## src/rtl/ssriscv_muldiv.sv

```systemverilog
// ---------------------------------------------------------------------------
// ssriscv_muldiv
//   Iterative RV32M multiply/divide unit. One request is accepted at a time.
//   The result is held until the writeback stage consumes it.
//
//   Timing (accept edge = E0):
//     E1       load edge. A divide by zero or a signed overflow goes straight
//              to DONE here; any other request loads the accumulator.
//     E2..E33  iterations 0..31. E33 enters DONE with the final result.
//
//   Ports:
//     clk        clock, rising edge
//     rst_n      asynchronous active-low reset
//     in_valid   request present
//     in_ready   unit can accept a request: IDLE and no flush
//     funct3     0 MUL,1 MULH,2 MULHSU,3 MULHU,4 DIV,5 DIVU,6 REM,7 REMU
//     rs1_data   operand 1 (dividend / multiplicand side)
//     rs2_data   operand 2 (divisor / multiplier side)
//     rd_in      destination register tag
//     flush      abort any in-flight operation, discard any result
//     out_valid  result present
//     out_ready  writeback consumer accepts the result
//     out_rd     destination tag of the result (0 when out_valid=0)
//     out_data   result value (0 when out_valid=0)
// ---------------------------------------------------------------------------
module ssriscv_muldiv #(
  parameter int XLEN = 32
) (
  input  logic            clk,
  input  logic            rst_n,
  input  logic            in_valid,
  output logic            in_ready,
  input  logic [2:0]      funct3,
  input  logic [XLEN-1:0] rs1_data,
  input  logic [XLEN-1:0] rs2_data,
  input  logic [4:0]      rd_in,
  input  logic            flush,
  output logic            out_valid,
  input  logic            out_ready,
  output logic [4:0]      out_rd,
  output logic [XLEN-1:0] out_data
);

  typedef enum logic [1:0] {
    IDLE = 2'd0,
    CALC = 2'd1,
    DONE = 2'd2
  } state_t;

  // Two's-complement negate when neg is set.
  function automatic logic [31:0] cond_neg32(input logic [31:0] v, input logic neg);
    logic [31:0] r;
    if (neg) begin
      r = ~v + 32'd1;
    end else begin
      r = v;
    end
    return r;
  endfunction

  // 64-bit flavour, used to fix up the sign of a full product.
  function automatic logic [63:0] cond_neg64(input logic [63:0] v, input logic neg);
    logic [63:0] r;
    if (neg) begin
      r = ~v + 64'd1;
    end else begin
      r = v;
    end
    return r;
  endfunction

  // Registered state
  state_t            state_r, state_next;
  logic              prep_r, prep_next;           // in the load edge of CALC
  logic [4:0]        cnt_r, cnt_next;             // iteration counter
  logic [2:0]        op_r, op_next;
  logic [4:0]        rd_r, rd_next;
  logic [XLEN-1:0]   a_r, a_next;                 // |rs1| (or rs1 when unsigned)
  logic [XLEN-1:0]   b_r, b_next;                 // |rs2| (or rs2 when unsigned)
  logic              neg_r, neg_next;             // final result must be negated
  logic              byp_r, byp_next;             // divide by zero / overflow
  logic [XLEN-1:0]   byp_data_r, byp_data_next;   // result for the bypass cases
  logic [2*XLEN-1:0] acc_r, acc_next;             // {hi, lo} working accumulator
  logic              out_valid_r, out_valid_next;
  logic [4:0]        out_rd_r, out_rd_next;
  logic [XLEN-1:0]   out_data_r, out_data_next;

  // Request decode (only meaningful on the accept edge)
  logic            sgn1_s, sgn2_s;
  logic            neg1_s, neg2_s;
  logic            is_div_s;
  logic            res_neg_s;
  logic            div_zero_s, div_ovf_s;
  logic [XLEN-1:0] byp_val_s;

  // Iteration datapath
  logic [32:0]       mul_sum_s;
  logic [2*XLEN-1:0] mul_step_s;
  logic [32:0]       div_trial_s;
  logic [2*XLEN-1:0] div_step_s;
  logic [2*XLEN-1:0] iter_s;
  logic [2*XLEN-1:0] prod_s;
  logic [XLEN-1:0]   final_s;

  // Decides which operands are signed for the incoming funct3.
  always_comb begin
    sgn1_s = 1'b0;
    sgn2_s = 1'b0;
    case (funct3)
      3'd1:    begin sgn1_s = 1'b1; sgn2_s = 1'b1; end  // MULH
      3'd2:    begin sgn1_s = 1'b1; sgn2_s = 1'b0; end  // MULHSU
      3'd4:    begin sgn1_s = 1'b1; sgn2_s = 1'b1; end  // DIV
      3'd6:    begin sgn1_s = 1'b1; sgn2_s = 1'b1; end  // REM
      default: begin sgn1_s = 1'b0; sgn2_s = 1'b0; end  // MUL low half is sign-agnostic
    endcase
  end

  assign neg1_s   = sgn1_s & rs1_data[31];
  assign neg2_s   = sgn2_s & rs2_data[31];
  assign is_div_s = funct3[2];

  // Remainder follows the dividend; quotient and product follow the xor.
  assign res_neg_s = (funct3[2] && funct3[1]) ? neg1_s : (neg1_s ^ neg2_s);

  assign div_zero_s = is_div_s && (rs2_data == 32'd0);
  assign div_ovf_s  = is_div_s && !funct3[0] &&
                      (rs1_data == 32'h8000_0000) && (rs2_data == 32'hFFFF_FFFF);

  // Bypass result: funct3[1] selects REM/REMU over DIV/DIVU.
  always_comb begin
    byp_val_s = 32'd0;
    if (div_zero_s) begin
      byp_val_s = funct3[1] ? rs1_data : 32'hFFFF_FFFF;
    end else if (div_ovf_s) begin
      byp_val_s = funct3[1] ? 32'd0 : 32'h8000_0000;
    end else begin
      byp_val_s = 32'd0;
    end
  end

  // Shift-add: add the multiplicand into the high half when the low bit of
  // the multiplier is set, then shift the whole accumulator right by one.
  assign mul_sum_s  = {1'b0, acc_r[63:32]} + (acc_r[0] ? {1'b0, b_r} : 33'd0);
  assign mul_step_s = {mul_sum_s, acc_r[31:1]};

  // Restoring division: shift {rem, quot} left, try subtracting the divisor
  // from the 33-bit partial remainder; bit 32 of the trial is the borrow.
  assign div_trial_s = acc_r[63:31] - {1'b0, b_r};
  assign div_step_s  = div_trial_s[32] ? {acc_r[62:0], 1'b0}
                                       : {div_trial_s[31:0], acc_r[30:0], 1'b1};

  assign iter_s = op_r[2] ? div_step_s : mul_step_s;
  assign prod_s = cond_neg64(iter_s, neg_r);

  // Picks the architectural result out of the last iteration's accumulator.
  always_comb begin
    final_s = 32'd0;
    if (op_r[2]) begin
      if (op_r[1]) begin
        final_s = cond_neg32(iter_s[63:32], neg_r);   // remainder
      end else begin
        final_s = cond_neg32(iter_s[31:0], neg_r);    // quotient
      end
    end else begin
      if (op_r == 3'd0) begin
        final_s = prod_s[31:0];
      end else begin
        final_s = prod_s[63:32];
      end
    end
  end

  // Next-state and datapath next values.
  always_comb begin
    state_next     = state_r;
    prep_next      = prep_r;
    cnt_next       = cnt_r;
    op_next        = op_r;
    rd_next        = rd_r;
    a_next         = a_r;
    b_next         = b_r;
    neg_next       = neg_r;
    byp_next       = byp_r;
    byp_data_next  = byp_data_r;
    acc_next       = acc_r;
    out_valid_next = out_valid_r;
    out_rd_next    = out_rd_r;
    out_data_next  = out_data_r;

    if (flush) begin
      // flush wins over in_valid and out_ready; any result is dropped
      state_next     = IDLE;
      prep_next      = 1'b0;
      cnt_next       = 5'd0;
      out_valid_next = 1'b0;
      out_rd_next    = 5'd0;
      out_data_next  = 32'd0;
    end else begin
      case (state_r)
        IDLE: begin
          if (in_valid) begin
            state_next    = CALC;
            prep_next     = 1'b1;
            cnt_next      = 5'd0;
            op_next       = funct3;
            rd_next       = rd_in;
            a_next        = cond_neg32(rs1_data, neg1_s);
            b_next        = cond_neg32(rs2_data, neg2_s);
            neg_next      = res_neg_s;
            byp_next      = div_zero_s | div_ovf_s;
            byp_data_next = byp_val_s;
            acc_next      = 64'd0;
          end else begin
            state_next = IDLE;
          end
        end

        CALC: begin
          if (prep_r) begin
            prep_next = 1'b0;
            if (byp_r) begin
              state_next     = DONE;
              out_valid_next = 1'b1;
              out_rd_next    = rd_r;
              out_data_next  = byp_data_r;
            end else begin
              state_next = CALC;
              acc_next   = {32'd0, a_r};
            end
          end else begin
            acc_next = iter_s;
            cnt_next = cnt_r + 5'd1;
            if (cnt_r == 5'd31) begin
              state_next     = DONE;
              out_valid_next = 1'b1;
              out_rd_next    = rd_r;
              out_data_next  = final_s;
            end else begin
              state_next = CALC;
            end
          end
        end

        DONE: begin
          if (out_ready) begin
            state_next     = IDLE;
            out_valid_next = 1'b0;
            out_rd_next    = 5'd0;
            out_data_next  = 32'd0;
          end else begin
            state_next = DONE;
          end
        end

        default: begin
          state_next     = IDLE;
          prep_next      = 1'b0;
          cnt_next       = 5'd0;
          out_valid_next = 1'b0;
          out_rd_next    = 5'd0;
          out_data_next  = 32'd0;
        end
      endcase
    end
  end

  // FSM state register.
  always_ff @(posedge clk or negedge rst_n) begin
    if (!rst_n) begin
      state_r <= IDLE;
    end else begin
      state_r <= state_next;
    end
  end

  // Datapath and output registers.
  always_ff @(posedge clk or negedge rst_n) begin
    if (!rst_n) begin
      prep_r      <= 1'b0;
      cnt_r       <= 5'd0;
      op_r        <= 3'd0;
      rd_r        <= 5'd0;
      a_r         <= 32'd0;
      b_r         <= 32'd0;
      neg_r       <= 1'b0;
      byp_r       <= 1'b0;
      byp_data_r  <= 32'd0;
      acc_r       <= 64'd0;
      out_valid_r <= 1'b0;
      out_rd_r    <= 5'd0;
      out_data_r  <= 32'd0;
    end else begin
      prep_r      <= prep_next;
      cnt_r       <= cnt_next;
      op_r        <= op_next;
      rd_r        <= rd_next;
      a_r         <= a_next;
      b_r         <= b_next;
      neg_r       <= neg_next;
      byp_r       <= byp_next;
      byp_data_r  <= byp_data_next;
      acc_r       <= acc_next;
      out_valid_r <= out_valid_next;
      out_rd_r    <= out_rd_next;
      out_data_r  <= out_data_next;
    end
  end

  assign in_ready  = (state_r == IDLE) && !flush;
  assign out_valid = out_valid_r;
  assign out_rd    = out_rd_r;
  assign out_data  = out_data_r;

endmodule

```

## config.mk

```make
export PLATFORM = sky130hd
export DESIGN_NAME = ssriscv_muldiv
export DESIGN_NICKNAME = d
export VERILOG_FILES = /design/src/rtl/ssriscv_muldiv.sv
export SDC_FILE = /design/constraint.sdc
export NUM_CORES = 1
export LEC_CHECK = 0
export CORE_MARGIN = 5
export CORE_UTILIZATION = 35
export DETAILED_ROUTE_END_ITERATION = 7
export DONT_BUFFER_PORTS = 1
export GPL_ROUTABILITY_DRIVEN = 1
export PLACE_DENSITY_LB_ADDON = 0.15
export SETUP_SLACK_MARGIN = 0.2
export SYNTH_ARGS = -nofsm -noshare
export SYNTH_HDL_FRONTEND = slang
export SYNTH_SLANG_ARGS = --single-unit
export TNS_END_PERCENT = 1
```

## constraint.sdc

```tcl
create_clock -name clk -period 14.4 [get_ports clk]
set_clock_uncertainty 0.05 [all_clocks]
set_input_delay 2.16 -clock clk [delete_from_list [all_inputs] [get_ports clk]]
set_output_delay 2.16 -clock clk [all_outputs]
set_load 0.02 [all_outputs]
```

==> results of run 1 <==
## kinds of logic after synthesis
group	Yosys count	synth area share
adders and majority gates	73	0.05082
buffers and inverters	210	0.04562
and+or+nand+nor	866	0.2255
muxes	61	0.03411
xor gates and xnor gates	159	0.07623
AOI/OAI and AO/OA	774	0.2718
DFF	216	0.2959
## per-stage QoR
step	setup WS [ps]	instances	power (mW)	utilization	area, um^2
after detailed placement	7816	2936	2.091	0.3658	18840
after global routing	7255	2988	3.051	0.3853	19850
after CTS	7801	2988	2.878	0.3853	19850
after global placement	7964	2936	2.086	0.3658	18840
final	7644	2988	2.888	0.3853	19850
after floorplan	8783	2359	1.687	-	18270
## state kept, by name, summed over array words and instances, names as in the netlist
name and count:
cnt_r 5, prep_r 1, rd_r 5, state_r 2, out_rd 5, out_valid 1
byp_data_r 32, a_r 32, neg_r 1, op_r 3, acc_r 64, b_r 32
byp_r 1, out_data 32
## power groups by stage
stage / Combinational, mW / Clock, mW / Sequential [mW]
2_1_floorplan: 0.967 / 0 / 0.720
3_3_place_gp: 1.33 / 0 / 0.756
3_5_place_dp: 1.33 / 0 / 0.758
4_1_cts: 1.34 / 0.790 / 0.748
5_1_grt: 1.48 / 0.813 / 0.757
6_report: 1.37 / 0.774 / 0.749
## critical path: stages (launching register included)
cell and delay [ps]:
dfrtp_1 410, ha_1 490, a21oi_1 190, o21ai_1 390
a32oi_1 180, a21boi_0 1020, a2111oi_2 180, a21oi_1 320
ha_1 360, o211ai_1 180, or4_1 570, nor4_1 330
nand3_1 210, nor2_1 330, nand3_1 310, nand2_1 310
nor2_1 160, nand2_1 130, o311a_1 170, o211ai_1 90
a32o_1 260
## path summary, 6_finish.rpt
kind                                from            end  slack (ps)
max                            acc_r[52]   out_data[22]        7640
min in group asynchronous          rst_n      out_rd[3]        1230
max reg2reg                    acc_r[52]   out_data[22]        7640
max in group asynchronous          rst_n        op_r[2]       12590
min                        byp_data_r[1]  byp_data_r[1]         420
min reg2reg                byp_data_r[1]  byp_data_r[1]         420
## cells in the mapped netlist, drive strengths merged, types with 9 or more instances
cell,instances
or2,13
a22o,27
o21bai,9
o211ai,23
nor2b,40
buf,37
and2,54
ha,71
inv,78
xor2,68
nand4,22
a211oi,19
o21ai,238
a2111oi,9
nor2,161
a31oi,28
a22oi,13
xnor2,91
a21oi,198
nor4,20
mux2i,51
o22ai,9
dfrtp,216
o41ai,11
a221oi,13
and3,18
or3,27
nand2b,19
o31ai,57
o21a,19
clkbuf,95
nand2,355
a21o,19
nor3,58
mux2,10
nand3,35
## final cells by class
cell class	count	area (um^2)
clock buffers	38	808.3
multi-input cells	1933	12070
repair buffers	29	217.7
flip-flops and latches	216	5411
well taps	680	850.8
inverters	78	292.8
clock inverters	14	200.2
fillers	5356	31660
## per-layer routing
metal,up-vias,share of wire,routed length [um]
met5,-,0.00018,13
met4,2,0.032,2403
met3,120,0.069,5126
met2,611,0.45,33500
met1,8816,0.45,33160
li1,8393,-,-
==> impl_metrics.tcl, run 1 <==
set metrics [dict create \
    outcome "completed" \
    irDropWorstVdd_uv 95.74 \
    cts_tree "built" \
    drtPass1Iterations 6 \
    synth_edf_count 0 \
    synth-async-reset-ratio 1.000 \
    drt-initial-drc-count 2058 \
    critical_path_arrival_ps 7190 \
    tightest_slew_ps 1265 \
    synth-seq-area-share 0.2959 \
    cts_setup_buffers 0 \
    die-width_um 238.5 \
    final_common_cell "nand2_1" \
    maxCapViolCount 0 \
    use_met3 0.04092 \
    drive_gt1_frac 0.05589 \
    cts_root_buffer "clkbuf_16" \
    p_seq_frac 0.259 \
    core_mm2 0.05151 \
    syn_area_per_cell_um2 7.744 \
    grt_pass1_vias 17110 \
    hold_viol 0 \
    holdWs_ps 423.1 \
    synthCells 2359 \
    synth_area_leaders "dfrtp_1, nand2_1, o21ai_0" \
    synth_seq_cells 216 \
    routedWlPerCell_um 24.83 \
    crit_fanout 10 \
    min_period_ps 6756 \
    finalMaxSlewViolations 0 \
    gr-usage-met2 0.3943 \
    viasPerCell 6.005 \
    hpwl_mm 56.13 \
    ant_nets 0 \
    period_share 0.4691 \
    hold_path.class "reg2reg" \
    tns_ps 0 \
    cp.required_ps 14830 \
    initial_utilization 0.3546 \
    synth_fp_nets 2509 \
    final_nets 2436 \
    cts_resized 0 \
    critPathKind "reg2reg" \
    mostFrequentLayoutCells "nand2_1, o21ai_0, dfrtp_1" \
    clk_pin_slew_ps 70 \
    fmax_mhz 148.0 \
    grt_usage 0.2516 \
    p_leak_nw 8.386 \
    finalSetupViolCount 0 \
    gp_congestion 0.9577 \
    intPower_mw 1.599 \
    pwr-share-clk 0.268 \
    busiest_layer "met2" \
    num_vias 17940 \
    die-area_mm2 0.05686 \
    drc 0 \
    wl_mm 74.20 \
    cts_sinks 216 \
    synth_top_cell_by_area "dfrtp_1" \
    cp-start-kind "flip-flop" \
    hold_path_depth 2 \
    antennaDiodeCount 0 \
    grt_first_pass_wirelength_mm 111.9 \
    portBuffers 0 \
    relSlewSlack 0.1489 \
    netlist_area_mm2 0.01827 \
    die_h_um 238.5 \
    met1_usage 0.3587 \
    overflow 0 \
    comb_power_share 0.473 \
    cts_hold_buf 0 \
    ioPinCount 116 \
    synthToLayoutAreaGrowth_pct 8.657 \
    rsz0062_at_grt "false" \
    cellPowerDensity_mw_per_mm2 145.5 \
    clock_latency_ps 590 \
    cts-htree-levels 1 \
    p_sw_mw 1.288 \
    yosysWarnings 0 \
    ys_dominant_reg_cell "dfrtp_1" \
    grt_max_degree 217 \
    clockBufferDepth 3 \
    synth_cell_types 91 \
    rows 83 \
    antenna_found_initial 3 \
    cts_buffers 28 \
    synth_top_area_share 0.2959 \
    endpoint_kind "flip-flop" \
    ff2ff_path_depth 20 \
    switching_share 0.4462 \
]
(Power assumes the default switching activity.)
==> run 2: changes to the inputs <==
==> constraint.sdc (replaced) <==
create_clock -name clk -period 6.73 [get_ports clk]
set_clock_uncertainty 0.05 [all_clocks]
set_input_delay 1.0095 -clock clk [delete_from_list [all_inputs] [get_ports clk]]
set_output_delay 1.0095 -clock clk [all_outputs]
set_load 0.02 [all_outputs]
==> impl_metrics.tcl, run 2 (synthesis gave the netlist of run 1 again) <==
set metrics [dict create \
    mostFrequentLayoutCells "nand2_1, o21ai_0, dfrtp_1" \
    rows 83 \
    crit_fanout 7 \
    cellPowerDensity_mw_per_mm2 311.9 \
    cp.required_ps 7160 \
    cts-htree-levels 1 \
    endpoint_kind "flip-flop" \
    hold_path.class "in2async" \
    drc 0 \
    relSlewSlack 0.07889 \
    clk_pin_slew_ps 70 \
    core_mm2 0.05151 \
    die_h_um 238.5 \
    ant_nets 0 \
    fmax_mhz 161.1 \
    place_worst_setup_slack_ps 435.7 \
    num_vias 18260 \
    synthToLayoutAreaGrowth_pct 9.390 \
    cts_tree "built" \
    top_register "acc_r" \
    drtPass1Iterations 5 \
    finalSetupViolCount 0 \
    ioPinCount 116 \
    grt_max_degree 217 \
    grt_pass1_vias 17270 \
    clock_latency_ps 590 \
    initial_utilization 0.3546 \
    portBuffers 0 \
    grt_usage 0.2535 \
    clockBufferDepth 3 \
    hold_viol 0 \
    cts_root_buffer "clkbuf_16" \
    period_share 0.9223 \
    largest_reg_flops 64 \
    fin_ws_ps 523.1 \
    drt-initial-drc-count 1825 \
    hpwl_mm 56.74 \
    rrSetupSlack_ps 520 \
    p_leak_nw 8.476 \
    die-width_um 238.5 \
    critPathKind "reg2reg" \
    die-area_mm2 0.05686 \
    outcome "completed" \
    final_nets 2458 \
    tns_ps 0 \
    gp_congestion 0.9394 \
    cts_sinks 216 \
    min_period_ps 6207 \
    rsz0062_at_grt "true" \
    power_mw 6.233 \
    wl_mm 74.87 \
    final_common_cell "nand2_1" \
    cp-start-kind "flip-flop" \
    critical_path_arrival_ps 6640 \
    cts_setup_buffers 0 \
    irDropWorstVdd_uv 213.2 \
    grt_first_pass_wirelength_mm 112.3 \
    cts_buffers 29 \
    routedWlPerCell_um 24.87 \
    maxCapViolCount 0 \
    viasPerCell 6.067 \
    antenna_found_initial 6 \
    drive_gt1_frac 0.06269 \
    cts_hold_buf 0 \
    finalMaxSlewViolations 0 \
    cts_resized 0 \
    tightest_slew_ps 1347 \
    overflow 0 \
]
-- run 2: cell count changes in the layout (fill, tap and decap cells not counted), sizes merged --
cell / delta
clkbuf: +5
buf: +21
clkinvlp: -2
inv: +1
clkinv: -3
bufinv: -1
diode: +1
-- run 2: path summary, 6_finish.rpt --
check | endpoint | cells past startpoint | from
min in group clk | byp_data_r[18] | 2 | byp_data_r[18]
worst max-delay path | out_data[22] | 23 | acc_r[31]
max in group asynchronous | op_r[2] | 0 | rst_n
worst min register to register | byp_data_r[18] | 2 | byp_data_r[18]
worst min-delay path | rd_r[2] | 0 | rst_n
worst max register to register | out_data[22] | 23 | acc_r[31]
-- run 2: final cells by class --
class	instances	area [um^2]
fill	5457	31530
multi-input combinational	1933	12070
sequential	216	5411
tap	680	850.8
clock buffer	43	838.3
timing repair buffer	50	375.4
inverter	78	292.8
clock inverter	9	138.9
antenna	1	2.502
-- run 2: report_power, final --
part	total (mW)	leakage [nW]	internal, mW	switching (mW)
clock network	1.61	0.482	0.973	0.637
logic	3.01	5.11	1.04	1.97
registers	1.61	2.88	1.43	0.174
total	6.23	8.48	3.45	2.78
-- run 2: per-layer routing --
metal	vias up	share of wire	track usage	wire [um]
li1	8448	-	-	-
met1	8954	0.43	0.3518	32460
met2	718	0.45	0.4049	34030
met3	141	0.072	0.03953	5378
met4	2	0.040	0.08539	2992
met5	-	0.00023	0	17
-- run 2: worst max-delay path, cell delays in order (launching register included) --
cell and delay (ps):
dfrtp_1 400, inv_1 100, ha_1 230, fa_1 400
and2b_1 320, o211ai_4 110, a2111o_1 500, a21oi_1 180
buf_4 180, a2111oi_2 60, a21oi_1 320, ha_1 340
o211ai_1 160, or4_1 570, nor4_1 330, nand3_1 220
nor2_1 310, nand3_1 280, nand2_1 290, nor2_1 150
nand2_1 130, o311a_1 160, o211ai_1 90, a32o_1 260
-- run 2: per-stage QoR --
stage	util	instance area, um^2	hold slack, ps	instances
2_1_floorplan	-	18270	380.0	2359
3_5_place_dp	0.3688	19000	408.1	2957
6_report	0.3879	19980	77.21	3010
4_1_cts	0.3878	19980	46.36	3009
3_3_place_gp	0.3688	19000	398.7	2957
5_1_grt	0.3879	19980	50.96	3009
